===== src/rtl/sb_rx_pkg.sv =====
// Shared definitions for the sideband receive message engine: opcodes,
// header field positions, FSM states and the queued message record.
package sb_rx_pkg;

   localparam logic [4:0] OP_MSG_NODATA = 5'b10010;
   localparam logic [4:0] OP_MSG_DATA   = 5'b11011;

   localparam int OPC_LSB    = 0;
   localparam int CODE_LSB   = 14;
   localparam int SUB_LSB    = 32;
   localparam int INFO_LSB   = 40;
   localparam int DP_BIT     = 62;
   localparam int CP_BIT     = 63;
   // msginfo must end below the parity bits
   localparam int INFO_MAX_W = DP_BIT - INFO_LSB;

   localparam logic [63:0] SB_PATTERN_DEFAULT = 64'hAAAA_AAAA_AAAA_AAAA;

   typedef enum logic [1:0] {
      PAT_HUNT = 2'd0,
      MSG_HDR  = 2'd1,
      MSG_DATA = 2'd2
   } sb_rx_state_t;

   typedef struct packed {
      logic [7:0]            code;
      logic [7:0]            subcode;
      logic [INFO_MAX_W-1:0] info;
      logic                  has_data;
      logic [63:0]           data;
   } sb_rx_msg_t;

   function automatic logic hdr_cp_ok(input logic [63:0] w);
      return w[CP_BIT] == ^w[DP_BIT-1:0];
   endfunction

endpackage


===== src/rtl/sb_rx_msg_engine_if.sv =====
// Ready/valid message bus from the receive engine to the LTSM/adapter.
interface sb_rx_msg_engine_if #(
   parameter int INFO_W = 16
) ();
   logic              msg_valid;
   logic              msg_ready;
   logic [7:0]        msg_code;
   logic [7:0]        msg_subcode;
   logic [INFO_W-1:0] msg_info;
   logic              msg_has_data;
   logic [63:0]       msg_data;

   modport master (
      output msg_valid, msg_code, msg_subcode, msg_info, msg_has_data, msg_data,
      input  msg_ready
   );

   modport slave (
      input  msg_valid, msg_code, msg_subcode, msg_info, msg_has_data, msg_data,
      output msg_ready
   );
endinterface


===== src/rtl/sb_rx_msg_fifo.sv =====
// Synchronous message FIFO with a registered head; a push and a pop in the
// same cycle are both honoured even when full.
module sb_rx_msg_fifo
   import sb_rx_pkg::*;
#(
   parameter  int DEPTH = 4,
   localparam int AW    = $clog2(DEPTH),
   localparam int LW    = AW + 1
) (
   input  logic       i_clk,
   input  logic       i_rst_n,
   input  logic       i_flush,
   input  logic       i_push,
   input  sb_rx_msg_t i_push_msg,
   input  logic       i_ready,
   output logic       o_valid,
   output sb_rx_msg_t o_head,
   output logic       o_pop,
   output logic       o_drop,
   output logic       o_full,
   output logic       o_empty,
   output logic [LW-1:0] o_level
);

   sb_rx_msg_t    mem [DEPTH];
   logic [AW-1:0] wr_ptr_q, wr_ptr_d, rd_ptr_q, rd_ptr_d;
   logic [LW-1:0] level_q, level_d;
   logic          valid_q, valid_d;
   sb_rx_msg_t    head_q, head_d;
   logic          pop, push_ok;

   assign pop     = valid_q & i_ready;
   assign o_full  = (level_q == LW'(DEPTH));
   assign o_empty = (level_q == '0);
   assign push_ok = i_push & (~o_full | pop);
   assign o_drop  = i_push & o_full & ~pop & ~i_flush;

   always_comb begin
      wr_ptr_d = wr_ptr_q;
      rd_ptr_d = rd_ptr_q;
      level_d  = level_q;
      valid_d  = valid_q;
      head_d   = head_q;
      if (i_flush) begin
         wr_ptr_d = '0;
         rd_ptr_d = '0;
         level_d  = '0;
         valid_d  = 1'b0;
         head_d   = '0;
      end else begin
         rd_ptr_d = rd_ptr_q + AW'(pop);
         wr_ptr_d = wr_ptr_q + AW'(push_ok);
         level_d  = level_q - LW'(pop) + LW'(push_ok);
         // A word written this edge is not readable until the next one
         valid_d  = (level_q - LW'(pop)) != '0;
         head_d   = valid_d ? mem[rd_ptr_d] : '0;
      end
   end

   always_ff @(posedge i_clk) begin
      if (push_ok && !i_flush) begin
         mem[wr_ptr_q] <= i_push_msg;
      end
   end

   always_ff @(posedge i_clk or negedge i_rst_n) begin
      if (!i_rst_n) begin
         wr_ptr_q <= '0;
         rd_ptr_q <= '0;
         level_q  <= '0;
         valid_q  <= 1'b0;
         head_q   <= '0;
      end else begin
         wr_ptr_q <= wr_ptr_d;
         rd_ptr_q <= rd_ptr_d;
         level_q  <= level_d;
         valid_q  <= valid_d;
         head_q   <= head_d;
      end
   end

   assign o_valid = valid_q;
   assign o_head  = head_q;
   assign o_pop   = pop;
   assign o_level = level_q;

endmodule


===== src/rtl/sb_rx_msg_engine.sv =====
// Sideband receive engine: pattern hunt, header/data decode with parity
// checks, and a ready/valid queue of accepted messages.
module sb_rx_msg_engine
   import sb_rx_pkg::*;
#(
   parameter int          SB_W        = 64,
   parameter int          FIFO_DEPTH  = 4,
   parameter int          PATTERN_CNT = 4,
   parameter int          INFO_W      = 16,
   parameter logic [63:0] PATTERN     = SB_PATTERN_DEFAULT
) (
   input  logic                          i_clk,
   input  logic                          i_rst_n,
   input  logic                          i_de_ser_done,
   input  logic [SB_W-1:0]               i_deser_data,
   input  logic                          i_ltsm_in_reset,
   output logic                          o_rx_sb_start_pattern,
   output logic                          o_rx_sb_pattern_samp_done,
   sb_rx_msg_engine_if.master            msg_if,
   output logic                          o_rx_rsp_delivered,
   output logic                          o_parity_error,
   output logic                          o_unknown_opcode,
   output logic                          o_overflow,
   output logic [$clog2(FIFO_DEPTH):0]   o_fifo_level
);

   if (SB_W != 64) begin : g_bad_sb_w
      $error("sb_rx_msg_engine: only SB_W=64 is supported");
   end
   if (FIFO_DEPTH < 2 || (FIFO_DEPTH & (FIFO_DEPTH - 1)) != 0) begin : g_bad_depth
      $error("sb_rx_msg_engine: FIFO_DEPTH must be a power of two >= 2");
   end
   if (PATTERN_CNT < 1 || PATTERN_CNT > 15) begin : g_bad_pcnt
      $error("sb_rx_msg_engine: PATTERN_CNT must be 1..15");
   end
   if (INFO_W < 1 || INFO_W > INFO_MAX_W) begin : g_bad_info
      $error("sb_rx_msg_engine: INFO_W out of range");
   end

   sb_rx_state_t state_q, state_d;
   logic [3:0]   pat_cnt_q, pat_cnt_d;
   logic         drop_q, drop_d;
   logic         dp_q, dp_d;
   sb_rx_msg_t   hdr_q, hdr_d;
   logic         start_q, start_d, samp_q, samp_d;
   logic         perr_q, perr_d, unk_q, unk_d;
   logic         deliv_q, ovf_q;
   logic         push;
   sb_rx_msg_t   push_msg, dec_msg, head;
   logic         fifo_pop, fifo_drop, fifo_full, fifo_empty;
   logic [63:0]  word;
   logic [4:0]   opcode;

   assign word   = i_deser_data;
   assign opcode = word[OPC_LSB +: 5];

   always_comb begin
      dec_msg          = '0;
      dec_msg.code     = word[CODE_LSB +: 8];
      dec_msg.subcode  = word[SUB_LSB +: 8];
      dec_msg.info     = INFO_MAX_W'(word[INFO_LSB +: INFO_W]);
   end

   always_comb begin
      state_d   = state_q;
      pat_cnt_d = pat_cnt_q;
      drop_d    = drop_q;
      dp_d      = dp_q;
      hdr_d     = hdr_q;
      start_d   = 1'b0;
      samp_d    = 1'b0;
      perr_d    = 1'b0;
      unk_d     = 1'b0;
      push      = 1'b0;
      push_msg  = dec_msg;
      if (i_ltsm_in_reset) begin
         state_d   = PAT_HUNT;
         pat_cnt_d = '0;
         drop_d    = 1'b0;
      end else if (i_de_ser_done) begin
         unique case (state_q)
            PAT_HUNT: begin
               if (word == PATTERN) begin
                  pat_cnt_d = pat_cnt_q + 4'd1;
                  start_d   = (pat_cnt_q == '0);
                  if (pat_cnt_q + 4'd1 == 4'(PATTERN_CNT)) begin
                     samp_d    = 1'b1;
                     pat_cnt_d = '0;
                     state_d   = MSG_HDR;
                  end
               end else begin
                  pat_cnt_d = '0;
               end
            end
            MSG_HDR: begin
               // Idle pattern between packets carries a valid CP, so filter it first
               if (word != PATTERN) begin
                  if (!hdr_cp_ok(word)) begin
                     perr_d = 1'b1;
                     if (opcode == OP_MSG_DATA) begin
                        state_d = MSG_DATA;
                        drop_d  = 1'b1;
                        dp_d    = word[DP_BIT];
                     end
                  end else if (opcode == OP_MSG_NODATA) begin
                     push = 1'b1;
                  end else if (opcode == OP_MSG_DATA) begin
                     hdr_d          = dec_msg;
                     hdr_d.has_data = 1'b1;
                     dp_d           = word[DP_BIT];
                     drop_d         = 1'b0;
                     state_d        = MSG_DATA;
                  end else begin
                     unk_d = 1'b1;
                  end
               end
            end
            MSG_DATA: begin
               push_msg      = hdr_q;
               push_msg.data = word;
               if ((^word) != dp_q) begin
                  perr_d = 1'b1;
               end else begin
                  push = ~drop_q;
               end
               drop_d  = 1'b0;
               state_d = MSG_HDR;
            end
            default: state_d = PAT_HUNT;
         endcase
      end
   end

   always_ff @(posedge i_clk or negedge i_rst_n) begin
      if (!i_rst_n) begin
         state_q   <= PAT_HUNT;
         pat_cnt_q <= '0;
         drop_q    <= 1'b0;
         dp_q      <= 1'b0;
         hdr_q     <= '0;
         start_q   <= 1'b0;
         samp_q    <= 1'b0;
         perr_q    <= 1'b0;
         unk_q     <= 1'b0;
         deliv_q   <= 1'b0;
         ovf_q     <= 1'b0;
      end else begin
         state_q   <= state_d;
         pat_cnt_q <= pat_cnt_d;
         drop_q    <= drop_d;
         dp_q      <= dp_d;
         hdr_q     <= hdr_d;
         start_q   <= start_d;
         samp_q    <= samp_d;
         perr_q    <= perr_d;
         unk_q     <= unk_d;
         deliv_q   <= fifo_pop & ~i_ltsm_in_reset;
         ovf_q     <= i_ltsm_in_reset ? 1'b0 : (ovf_q | fifo_drop);
      end
   end

   sb_rx_msg_fifo #(.DEPTH(FIFO_DEPTH)) u_fifo (
      .i_clk      (i_clk),
      .i_rst_n    (i_rst_n),
      .i_flush    (i_ltsm_in_reset),
      .i_push     (push),
      .i_push_msg (push_msg),
      .i_ready    (msg_if.msg_ready),
      .o_valid    (msg_if.msg_valid),
      .o_head     (head),
      .o_pop      (fifo_pop),
      .o_drop     (fifo_drop),
      .o_full     (fifo_full),
      .o_empty    (fifo_empty),
      .o_level    (o_fifo_level)
   );

   logic unused_ok;
   assign unused_ok = ^{fifo_full, fifo_empty, head.info};

   assign msg_if.msg_code     = head.code;
   assign msg_if.msg_subcode  = head.subcode;
   assign msg_if.msg_info     = head.info[INFO_W-1:0];
   assign msg_if.msg_has_data = head.has_data;
   assign msg_if.msg_data     = head.data;

   assign o_rx_sb_start_pattern     = start_q;
   assign o_rx_sb_pattern_samp_done = samp_q;
   assign o_rx_rsp_delivered        = deliv_q;
   assign o_parity_error            = perr_q;
   assign o_unknown_opcode          = unk_q;
   assign o_overflow                = ovf_q;

endmodule


===== src/flat_wrapper.sv =====
// flat-port wrapper written by rule: the top's interface ports become plain ports
module sb_rx_msg_engine_flat import sb_rx_pkg::*;
#(
   parameter int          SB_W        = 64,
   parameter int          FIFO_DEPTH  = 4,
   parameter int          PATTERN_CNT = 4,
   parameter int          INFO_W      = 16,
   parameter logic [63:0] PATTERN     = SB_PATTERN_DEFAULT
)
  (i_clk, i_rst_n, i_de_ser_done, i_deser_data, i_ltsm_in_reset, o_rx_sb_start_pattern, o_rx_sb_pattern_samp_done, o_rx_rsp_delivered, o_parity_error, o_unknown_opcode, o_overflow, o_fifo_level, msg_if_msg_valid, msg_if_msg_code, msg_if_msg_subcode, msg_if_msg_info, msg_if_msg_has_data, msg_if_msg_data, msg_if_msg_ready);
  sb_rx_msg_engine_if #(.INFO_W(INFO_W)) msg_if_i ();
  input  logic i_clk;
  input  logic i_rst_n;
  input  logic i_de_ser_done;
  input  logic [SB_W-1:0] i_deser_data;
  input  logic i_ltsm_in_reset;
  output logic o_rx_sb_start_pattern;
  output logic o_rx_sb_pattern_samp_done;
  output logic o_rx_rsp_delivered;
  output logic o_parity_error;
  output logic o_unknown_opcode;
  output logic o_overflow;
  output logic [$clog2(FIFO_DEPTH):0] o_fifo_level;
  output wire logic [$bits(msg_if_i.msg_valid)-1:0] msg_if_msg_valid;
  output wire logic [$bits(msg_if_i.msg_code)-1:0] msg_if_msg_code;
  output wire logic [$bits(msg_if_i.msg_subcode)-1:0] msg_if_msg_subcode;
  output wire logic [$bits(msg_if_i.msg_info)-1:0] msg_if_msg_info;
  output wire logic [$bits(msg_if_i.msg_has_data)-1:0] msg_if_msg_has_data;
  output wire logic [$bits(msg_if_i.msg_data)-1:0] msg_if_msg_data;
  input wire logic [$bits(msg_if_i.msg_ready)-1:0] msg_if_msg_ready;
  assign msg_if_msg_valid = msg_if_i.msg_valid;
  assign msg_if_msg_code = msg_if_i.msg_code;
  assign msg_if_msg_subcode = msg_if_i.msg_subcode;
  assign msg_if_msg_info = msg_if_i.msg_info;
  assign msg_if_msg_has_data = msg_if_i.msg_has_data;
  assign msg_if_msg_data = msg_if_i.msg_data;
  assign msg_if_i.msg_ready = msg_if_msg_ready;
  sb_rx_msg_engine #(.SB_W(SB_W), .FIFO_DEPTH(FIFO_DEPTH), .PATTERN_CNT(PATTERN_CNT), .INFO_W(INFO_W), .PATTERN(PATTERN)) u_core (.i_clk(i_clk), .i_rst_n(i_rst_n), .i_de_ser_done(i_de_ser_done), .i_deser_data(i_deser_data), .i_ltsm_in_reset(i_ltsm_in_reset), .o_rx_sb_start_pattern(o_rx_sb_start_pattern), .o_rx_sb_pattern_samp_done(o_rx_sb_pattern_samp_done), .msg_if(msg_if_i), .o_rx_rsp_delivered(o_rx_rsp_delivered), .o_parity_error(o_parity_error), .o_unknown_opcode(o_unknown_opcode), .o_overflow(o_overflow), .o_fifo_level(o_fifo_level));
endmodule

===== config.mk =====
export PLATFORM = sky130hd
export DESIGN_NAME = sb_rx_msg_engine_flat
export DESIGN_NICKNAME = d
export VERILOG_FILES = /design/src/rtl/sb_rx_pkg.sv /design/src/rtl/sb_rx_msg_engine_if.sv /design/src/rtl/sb_rx_msg_fifo.sv /design/src/rtl/sb_rx_msg_engine.sv /design/src/flat_wrapper.sv
export SDC_FILE = /design/constraint.sdc
export NUM_CORES = 1
export LEC_CHECK = 0
export CORE_MARGIN = 2
export CORE_UTILIZATION = 50
export CTS_CLUSTER_DIAMETER = 120
export DETAILED_ROUTE_END_ITERATION = 6
export PLACE_DENSITY = 0.8
export RECOVER_POWER = 50
export SYNTH_ARGS = -nofsm -noshare
export SYNTH_HDL_FRONTEND = slang
export SYNTH_SLANG_ARGS = --single-unit

===== constraint.sdc =====
create_clock -name i_clk -period 19.2 [get_ports i_clk]
set_input_delay 2.88 -clock i_clk [delete_from_list [all_inputs] [get_ports i_clk]]
set_output_delay 2.88 -clock i_clk [all_outputs]
set_load 0.02 [all_outputs]

======== Word level (Yosys, flattened, before mapping) ========
Memory sizes are Yosys's and may differ from the RTL's.
Index checks and enable logic that the tools add are counted.
Widths: inputs -> output; s select.
operators by class
  $add $sub $neg .......................... 5
  multiply operators ...................... 0
  divide/modulo/power cells ............... 0
  $lt $le $gt $ge ......................... 0
  equality and inequality tests ........... 16
  shift operators ......................... 0
  mux-type cells .......................... 66
  bitwise gates (word level) .............. 13
  reductions and logical operators ........ 15
operators by type and width
  operator              count
  $mux 103              5
  $eq 64x64->1 const B  1
  $ne 64x64->1 const B  1
  $reduce_xor 64->1     1
  $reduce_xor 62->1     1
  $mux 1                41
  $mux 2                10
  $mux 4                5
  $reduce_and 5->1      3
  $ne 3x2->1 const B    4
  $eq 5x5->1 const B    2
  $reduce_and 7->1      1
  $and 1x1->1           6
  $pmux 1 s2            3
  $pmux 2 s3            1
  $reduce_bool 3->1     2
  $not 1->1             5
  $add 2x1->2           2
  $add 4x1->4 const B   1
  $eq 4x3->1 const B    1
  $logic_not 4->1       1
  $ne 4x4->1 const B    1
  $reduce_bool 2->1     2
  $add 3x1->3           1
  13 further kinds      14
word-level totals
  bits in registers ....................... 152
  bits in latches ......................... 0
  bits in writable memories ............... 412
  memory bits (read-only) ................. 0
  bits of input ports ..................... 69
  output and inout bits ................... 107
  logic and storage cells ................. 139
  memories ................................ 1
memories
  name               words  bits a word  read ports  clocked after memory_dff  write ports  line                  source
  u_core.u_fifo.mem  4      103          1           0                         1            sb_rx_msg_fifo.sv:25  sb_rx_msg_t mem [DEPTH];

======== Longest topological paths before layout ========
Gate-level depths: netlist of the first run.
  depth in word-level cells ............... 12
  gate-level depth with buffers ........... 13
  mapped depth without buffers ............ 13

======== Modules after synthesis ========
From an unflattened synthesis of the first run, not the netlist that was laid out.
unflattened totals
  cell total of the unflattened synthesis .. 1207
  area total of the unflattened synthesis .. 22571.6 um2
modules (own cells, without submodules)
  module            instances  cells each  area an instance (um2)  sequential area each (um2)
  sb_rx_msg_fifo    1          810         18609.1                 15149.5
  sb_rx_msg_engine  1          397         3962.6                  1176.1

======== Worst setup path before layout of the first run ========
Ideal clock, no wire load.
  kind .................................... in2reg
  start ................................... input port i_deser_data[54]
  end ..................................... memory u_core.u_fifo.mem[0][0] in the netlist's numbering, enable pin
  setup time .............................. 0.691 ns
  arrival ................................. 12.007 ns
  required time ........................... 18.509 ns
  setup slack ............................. 6.502 ns
  stages on the path ...................... 10
  path buffers ............................ 0
  path through ............................ inv_1 -> ha_1 -> xnor3_1 -> xnor3_1 -> xnor3_1 -> xnor3_2 -> xnor2_1 -> a32o_1 -> nor3b_2 -> nor3b_1
between the ends
  word-level cells in the longest chain between the ends .. 11
  elaborated cells on any way between the ends .. 15
  those cells by class .................... eq/ne: 3; mux: 8; bitwise: 1; reduce/logical: 3
RTL lines
  element                           line                    source
  from (decl)                       flat_wrapper.sv:15      input logic [SB_W-1:0] i_deser_data;
  $reduce_xor 62->1                 sb_rx_pkg.sv:34         return w[CP_BIT] == ^w[DP_BIT-1:0];
  $eq 1x1->1                        sb_rx_pkg.sv:34
  $mux 1                            sb_rx_msg_engine.sv:98  if (!hdr_cp_ok(word)) begin
  $mux 1                            sb_rx_msg_engine.sv:97  if (word != PATTERN) begin
  $pmux 1 s2 (*)                    sb_rx_msg_engine.sv:81  unique case (state_q)
  $mux 1 (*)                        sb_rx_msg_engine.sv:80  end else if (i_de_ser_done) begin
  $mux 1 (*)                        sb_rx_msg_engine.sv:76  if (i_ltsm_in_reset) begin
  $and 1x1->1 (*)                   sb_rx_msg_fifo.sv:35    assign push_ok = i_push & (~o_full | pop);
  $logic_and 1x1->1 (*)             sb_rx_msg_fifo.sv:61    if (push_ok && !i_flush) begin
  $mux 1 (*)                        sb_rx_msg_fifo.sv:61
  $mux 1 (not written as such) (*)  sb_rx_msg_fifo.sv:62    mem[wr_ptr_q] <= i_push_msg;
  to (decl)                         sb_rx_msg_fifo.sv:25
Every way passes the cells marked *; elsewhere a longest branch is shown, timed or not.

==> summary.md, run 1 <==
| Metric | Value |
|---|---|
| Most frequent cell after synthesis | `edfxtp_1` |
| CTS tree | `yes` |
| IO buf count | `175` |
| Register area share after synthesis | `72.4%` |
| Fmax | `109 MHz` |
| Layout cells sized above 1 | `17.2%` |
| Min-Delay Path Depth | `1` |
| Fill cells | `2972` |
| Post-DP Area | `0.0237 mm2` |
| Leak | `10.3 nW` |
| Hold crit path type | `flop to flop` |
| Worst reg-to-reg path cell count | `8` |
| Status | `complete, but fails checks` |
| R2r endpoint | `u_core.u_fifo.o_head[99]` |
| Simple-gate share of the synthesized area | `6.82%` |
| Setup Buffers After CTS | `0` |
| Adder-Cell Fraction of Synth Area | `2.76%` |
| Max-slew violation count | `417` |
| Max clock buf depth | `3` |
| I/O Pins | `176` |
| H-tree lvl count | `2` |
| Yosys cell types | `44` |
| Fin Clk Skew | `0.0158 ns` |
| Most Frequent Cell on Critical Path | `clkbuf_1` |
| All-Layer GR Usage | `21.0%` |
| Cts bufs inserted | `53` |
| Crit path buf inv count | `2` |
| Reg2Reg Setup Slack | `13.29 ns` |
| Initial core utilization | `50.8%` |
| Complex-gate fraction of the synthesized area | `1.12%` |
| Worst Hold End | `u_core.hdr_q[64]` |
| EDFF count, synth | `388` |
| First-pass GRT wire length | `69.1 mm` |
| Detailed Route WL | `45.5 mm` |
| DR pass1 iterations | `5` |
| Vias | `10800` |
| Max-slew headroom | `-298%` |
| CP max-delay cell | `clkbuf_1` |
| Synthesized area per cell | `18.6 um2` |
| Antenna viol nets, final | `0` |
| Setup TNS | `0 ns` |
| WS Path Type | `primary input to async pin` |
| Placed Cells incl. Taps | `1821` |
| Largest net degree at the start of global routing | `108` |
| Post-route DRC | `0` |
| Maxcap violations | `7` |
| Peak supply drop | `0.0649 mV` |
| Hold-fix buffers at CTS | `0` |
| DR WL/cell | `23.7 um` |
| Hold WS | `0.488 ns` |
| Main synth FF type | `edfxtp_1` |
| Endpoints failing setup | `0` |
| FFs w/ async S/R, synth | `28.1%` |
| Post-synth top cells | `388 x edfxtp_1, 152 x dfrtp_1, 106 x nor2b_1` |
| GR Overflow Total | `0` |
| CP Launch Type | `primary input` |
| Power per standard cell area | `119 mW/mm2` |
| Clk sinks | `540` |
| Clock Tree Root | `clkbuf_16` |
| Multiplexer share of the synthesized area | `13.3%` |
| XOR/XNOR Fraction of Synth Area | `1.74%` |
| Net Count, Synth | `1266` |
| Failing checks | `max-capacitance violations, max-slew violations` |
| First DRT Iteration DRCs | `817` |
| Layout area overhead | `18.9%` |
| Initial antenna violation count | `1` |
| Slew @ Worst Pin | `5.97 ns` |
| Gp weighted congestion | `0.787` |
| Top cells by area, synth | `edfxtp_1 55%, dfrtp_1 18%, mux4_2 10%` |
| Area leader, netlist | `edfxtp_1` |
| Worst r2r src | `u_core.u_fifo.o_valid` |
| CP max FO | `107` |
| Vias per std cell | `5.59` |
| Largest family of logic cells by synthesized area | `multiplexers` |
| Tcrit/Tclk final | `47.6%` |
| Crit end category | `async pin` |
| Die area | `0.0444 mm2` |
| #FFs+latches synth | `540` |
| Syn Inst Count | `1150` |
| Nets@finish | `1453` |
| Cell area after synthesis | `0.0213 mm2` |
| WP data arrival | `9.24 ns` |
| Dpl hpwl | `27.8 mm` |
| Die width | `211 um` |
| Post_cts resized | `0` |
| Worst hold start | `u_core.hdr_q[64]` |
| Vert. Die Dim | `211 um` |
| Row count | `75` |
| Crit-path max cell delay | `4.09 ns` |
| Final Cell Area | `0.0254 mm2` |
| Clock slew at the register clock pins of the worst setup and hold paths | `0.06 ns` |
| Ys Warns | `0` |
| Core Footprint | `0.0420 mm2` |
| Required time worst endpoint | `19.30 ns` |
| Vias in the first global route | `11200` |
| Non-Filler Instances | `1922` |
| RSZ-0062 raised after global routing | `no` |
| Synth top area share | `54.6%` |
| Critical-path cell list | `clkbuf_1, clkbuf_1` |
| Final Critical Period | `9.14 ns` |
| Final hold vios | `0` |
| Crit path max-delay family | `buffers and inverters` |
| Worst skew pair latency | `0.59 ns` |
==> flip-flops by register name (all words and copies together) (netlist names), 2 cells and up <==
register,flops
u_core.u_fifo.mem,388
u_core.u_fifo.o_head,97
u_core.u_fifo.o_level,3
u_core.hdr_q,33
u_core.u_fifo.wr_ptr_q,2
u_core.u_fifo.rd_ptr_q,2
u_core.state_q,2
u_core.pat_cnt_q,4
==> per-layer routing <==
layer,track usage [%],share of wire [%],up-vias
met4,7.16,2.8,0
li1,-,-,4740
met1,29.7,43,5615
met5,0,0,-
met3,4.17,5.7,67
met2,33.2,49,328
==> cell usage in the layout, fill, tap and decap left out, types with 5 or more instances in the layout <==
master / n
nand4_1: 10
mux2_2: 12
clkbuf_1: 11
mux2_4: 29
clkinv_2: 12
bufinv_16: 5
edfxtp_1: 388
clkdlybuf4s50_1: 64
and3_1: 69
clkinv_1: 10
dlygate4sd3_1: 110
nor2_1: 9
a21oi_1: 5
inv_1: 45
buf_4: 9
mux4_2: 97
xor2_1: 6
mux2_1: 7
clkbuf_16: 55
ha_1: 46
dfrtp_1: 152
nor2b_1: 105
o21ai_0: 24
xnor2_1: 25
nand2_1: 30
==> layout make-up <==
type                    count  area, um2  share of cell area, %
multi-input cells         510       5510                   21.7
inverters                  45        169                  0.665
diodes                      2       5.00                 0.0197
clock buffers              64       1430                   5.63
well taps                 539        674                   2.66
clock inverters            35        319                   1.26
repair buffers            187       1820                   7.19
flip-flops and latches    540      15500                   60.9
==> power breakdown <==
group | internal, mW | switching [mW]
clock network | 0.599 | 0.428
registers | 1.33 | 0.0298
logic | 0.275 | 0.358
==> how the worst max path moves through the flow <==
stage	endpoint	start	slack, ns	cells after the start
2_1_floorplan	u_core.u_fifo.mem[0][0]	i_deser_data[54]	6.50	10
3_3_place_gp	u_core.u_fifo.mem[2][96]	i_deser_data[48]	11.32	12
3_5_place_dp	u_core.u_fifo.mem[2][96]	i_deser_data[52]	11.20	12
4_1_cts	u_core.u_fifo.mem[2][96]	i_deser_data[54]	11.76	12
5_1_grt	u_core.u_fifo.o_head[14]	i_rst_n	8.64	2
6_report	u_core.u_fifo.o_head[14]	i_rst_n	10.06	2
==> through the flow <==
step,utilization (%),power (mW),setup WS [ns]
after floorplan,-,1.76,6.50
after global placement,56.4,2.06,11.32
after detailed placement,56.4,2.07,11.20
after CTS,60.5,3.09,11.76
after global routing,60.4,3.13,8.64
final,60.4,3.02,10.06
==> cell families after synthesis <==
group                    after synthesis
AO/OA/AOI/OAI                         40
XOR/XNOR                              35
adder cells (fa/ha/maj)               47
buffers and inverters                100
flip-flops                           540
multiplexers                         145
AND/OR/NAND/NOR                      243
No activity file was read; power rests on OpenSTA's default activity.
==> run 2, diff against run 1 <==
clock period = 9.6 ns   (was 19.2 ns; I/O delays follow)
==> summary.md, run 2 (synthesis results as in run 1) <==
| Metric | Value |
|---|---|
| Status | `complete, but fails checks` |
| Clock Tree Root | `clkbuf_16` |
| Worst hold start | `u_core.hdr_q[64]` |
| All-Layer GR Usage | `21.0%` |
| Clk sinks | `540` |
| IO buf count | `175` |
| Die width | `211 um` |
| Vias | `11000` |
| Final Cell Area | `0.0254 mm2` |
| Worst reg-to-reg path cell count | `8` |
| Slew @ Worst Pin | `3.57 ns` |
| Gp weighted congestion | `0.768` |
| Endpoints failing setup | `0` |
| I/O Pins | `176` |
| Leak | `10.3 nW` |
| Fin Clk Skew | `0.0207 ns` |
| Leading cell type in the layout, fill and taps excluded | `edfxtp_1` |
| Final Critical Period | `7.12 ns` |
| Hold-fix buffers at CTS | `0` |
| Vias in the first global route | `11300` |
| Clock slew at the register clock pins of the worst setup and hold paths | `0.07 ns` |
| Maxcap violations | `5` |
| First-pass GRT wire length | `69.0 mm` |
| Layout cells sized above 1 | `18.1%` |
| Post-route DRC | `0` |
| Post_cts resized | `0` |
| Max-slew violation count | `236` |
| First DRT Iteration DRCs | `778` |
| CTS tree | `yes` |
| DR WL/cell | `24.0 um` |
| Row count | `75` |
| Max-slew headroom | `-138%` |
| Placed Cells incl. Taps | `1823` |
| Setup Buffers After CTS | `0` |
| Final hold vios | `0` |
| Most frequent cells in the layout | `388 x edfxtp_1, 152 x dfrtp_1, 110 x dlygate4sd3_1, 105 x nor2b_1, 97 x mux4_2` |
| Largest register by flop count | `u_core.u_fifo.mem` |
| Vert. Die Dim | `211 um` |
| H-tree lvl count | `2` |
| GR Overflow Total | `0` |
| Worst skew pair latency | `0.59 ns` |
| Post-DP Area | `0.0237 mm2` |
| PnR worst setup slack | `2.48 ns` |
| Tot Pwr | `6.08 mW` |
| Detailed Route WL | `46.1 mm` |
| WS Path Type | `primary input to flop` |
| R2r endpoint | `u_core.u_fifo.o_head[99]` |
| WP data arrival | `7.34 ns` |
| Non-Filler Instances | `1923` |
| Layout area overhead | `19.2%` |
| Max clock buf depth | `3` |
| Setup TNS | `0 ns` |
| Crit end category | `flop` |
| Largest net degree at the start of global routing | `71` |
| RSZ-0062 raised after global routing | `no` |
| Min-Delay Path Depth | `1` |
| Failing checks | `max-capacitance violations, max-slew violations` |
| Core Footprint | `0.0420 mm2` |
| Worst Hold End | `u_core.hdr_q[64]` |
| Cts bufs inserted | `53` |
| Initial core utilization | `50.8%` |
| Reg2Reg Setup Slack | `4.10 ns` |
| Worst slack, placed | `3.02 ns` |
| Power per standard cell area | `239 mW/mm2` |
| Hold crit path type | `flop to flop` |
| Antenna viol nets, final | `0` |
| Fmax | `140 MHz` |
| Worst r2r src | `u_core.u_fifo.o_valid` |
| CP max FO | `70` |
| Initial antenna violation count | `5` |
| Vias per std cell | `5.73` |
| Nets@finish | `1455` |
| Largest register FFs | `388` |
| Die area | `0.0444 mm2` |
| CP Launch Type | `primary input` |
| Required time worst endpoint | `9.82 ns` |
| Dpl hpwl | `27.8 mm` |
| DR pass1 iterations | `5` |
| Tcrit/Tclk final | `74.2%` |
| Peak supply drop | `0.139 mV` |
## run 2: how the worst max path moves through the flow
stage                startpoint                       end  slack, ns  cells past startpoint
2_1_floorplan  i_deser_data[54]   u_core.u_fifo.mem[0][0]       1.80                     10
3_3_place_gp   i_deser_data[52]  u_core.u_fifo.mem[2][96]       3.07                     12
3_5_place_dp   i_deser_data[50]  u_core.u_fifo.mem[2][96]       3.02                     12
4_1_cts        i_deser_data[50]  u_core.u_fifo.mem[2][31]       3.60                     12
5_1_grt         i_ltsm_in_reset  u_core.u_fifo.mem[0][22]       2.18                      8
6_report        i_ltsm_in_reset  u_core.u_fifo.mem[2][12]       2.48                      7
## run 2: worst max-delay path, stage by stage
cell	delay, ns
dlygate4sd3_1	0.80
nor2b_4	0.18
clkbuf_1	2.42
nand2_1	0.33
nor3b_2	0.48
and3b_4	0.91
buf_4	0.70
## run 2: report_power, final
group | internal (mW) | switching (mW)
Clock | 1.22 | 0.874
Sequential | 2.65 | 0.0596
Combinational | 0.545 | 0.724
Total | 4.42 | 1.66
## run 2: area by class of cell
cell class / count / area, um2
Fill cell: 2936 / 16600
Sequential cell: 540 / 15500
Multi-Input combinational cell: 510 / 5510
Timing Repair Buffer: 189 / 1840
Clock buffer: 70 / 1480
Tap cell: 539 / 674
Clock inverter: 29 / 298
Inverter: 45 / 169
Antenna cell: 1 / 2.50
## run 2: per-stage QoR
step,util [%],hold WS (ns)
after detailed placement,56.4,0.447
after floorplan,-,0.426
after global routing,60.5,0.505
after global placement,56.4,0.443
after CTS,60.6,0.473
final,60.5,0.470
## run 2: routing by layer
metal	share of wire, %	routed length (um)	up-vias	global-route usage (%)
li1	-	-	4736	-
met1	42	19300	5740	28.9
met2	49	22700	440	34.1
met3	6.0	2750	89	3.56
met4	3.0	1370	6	7.58
met5	0.089	41	-	0
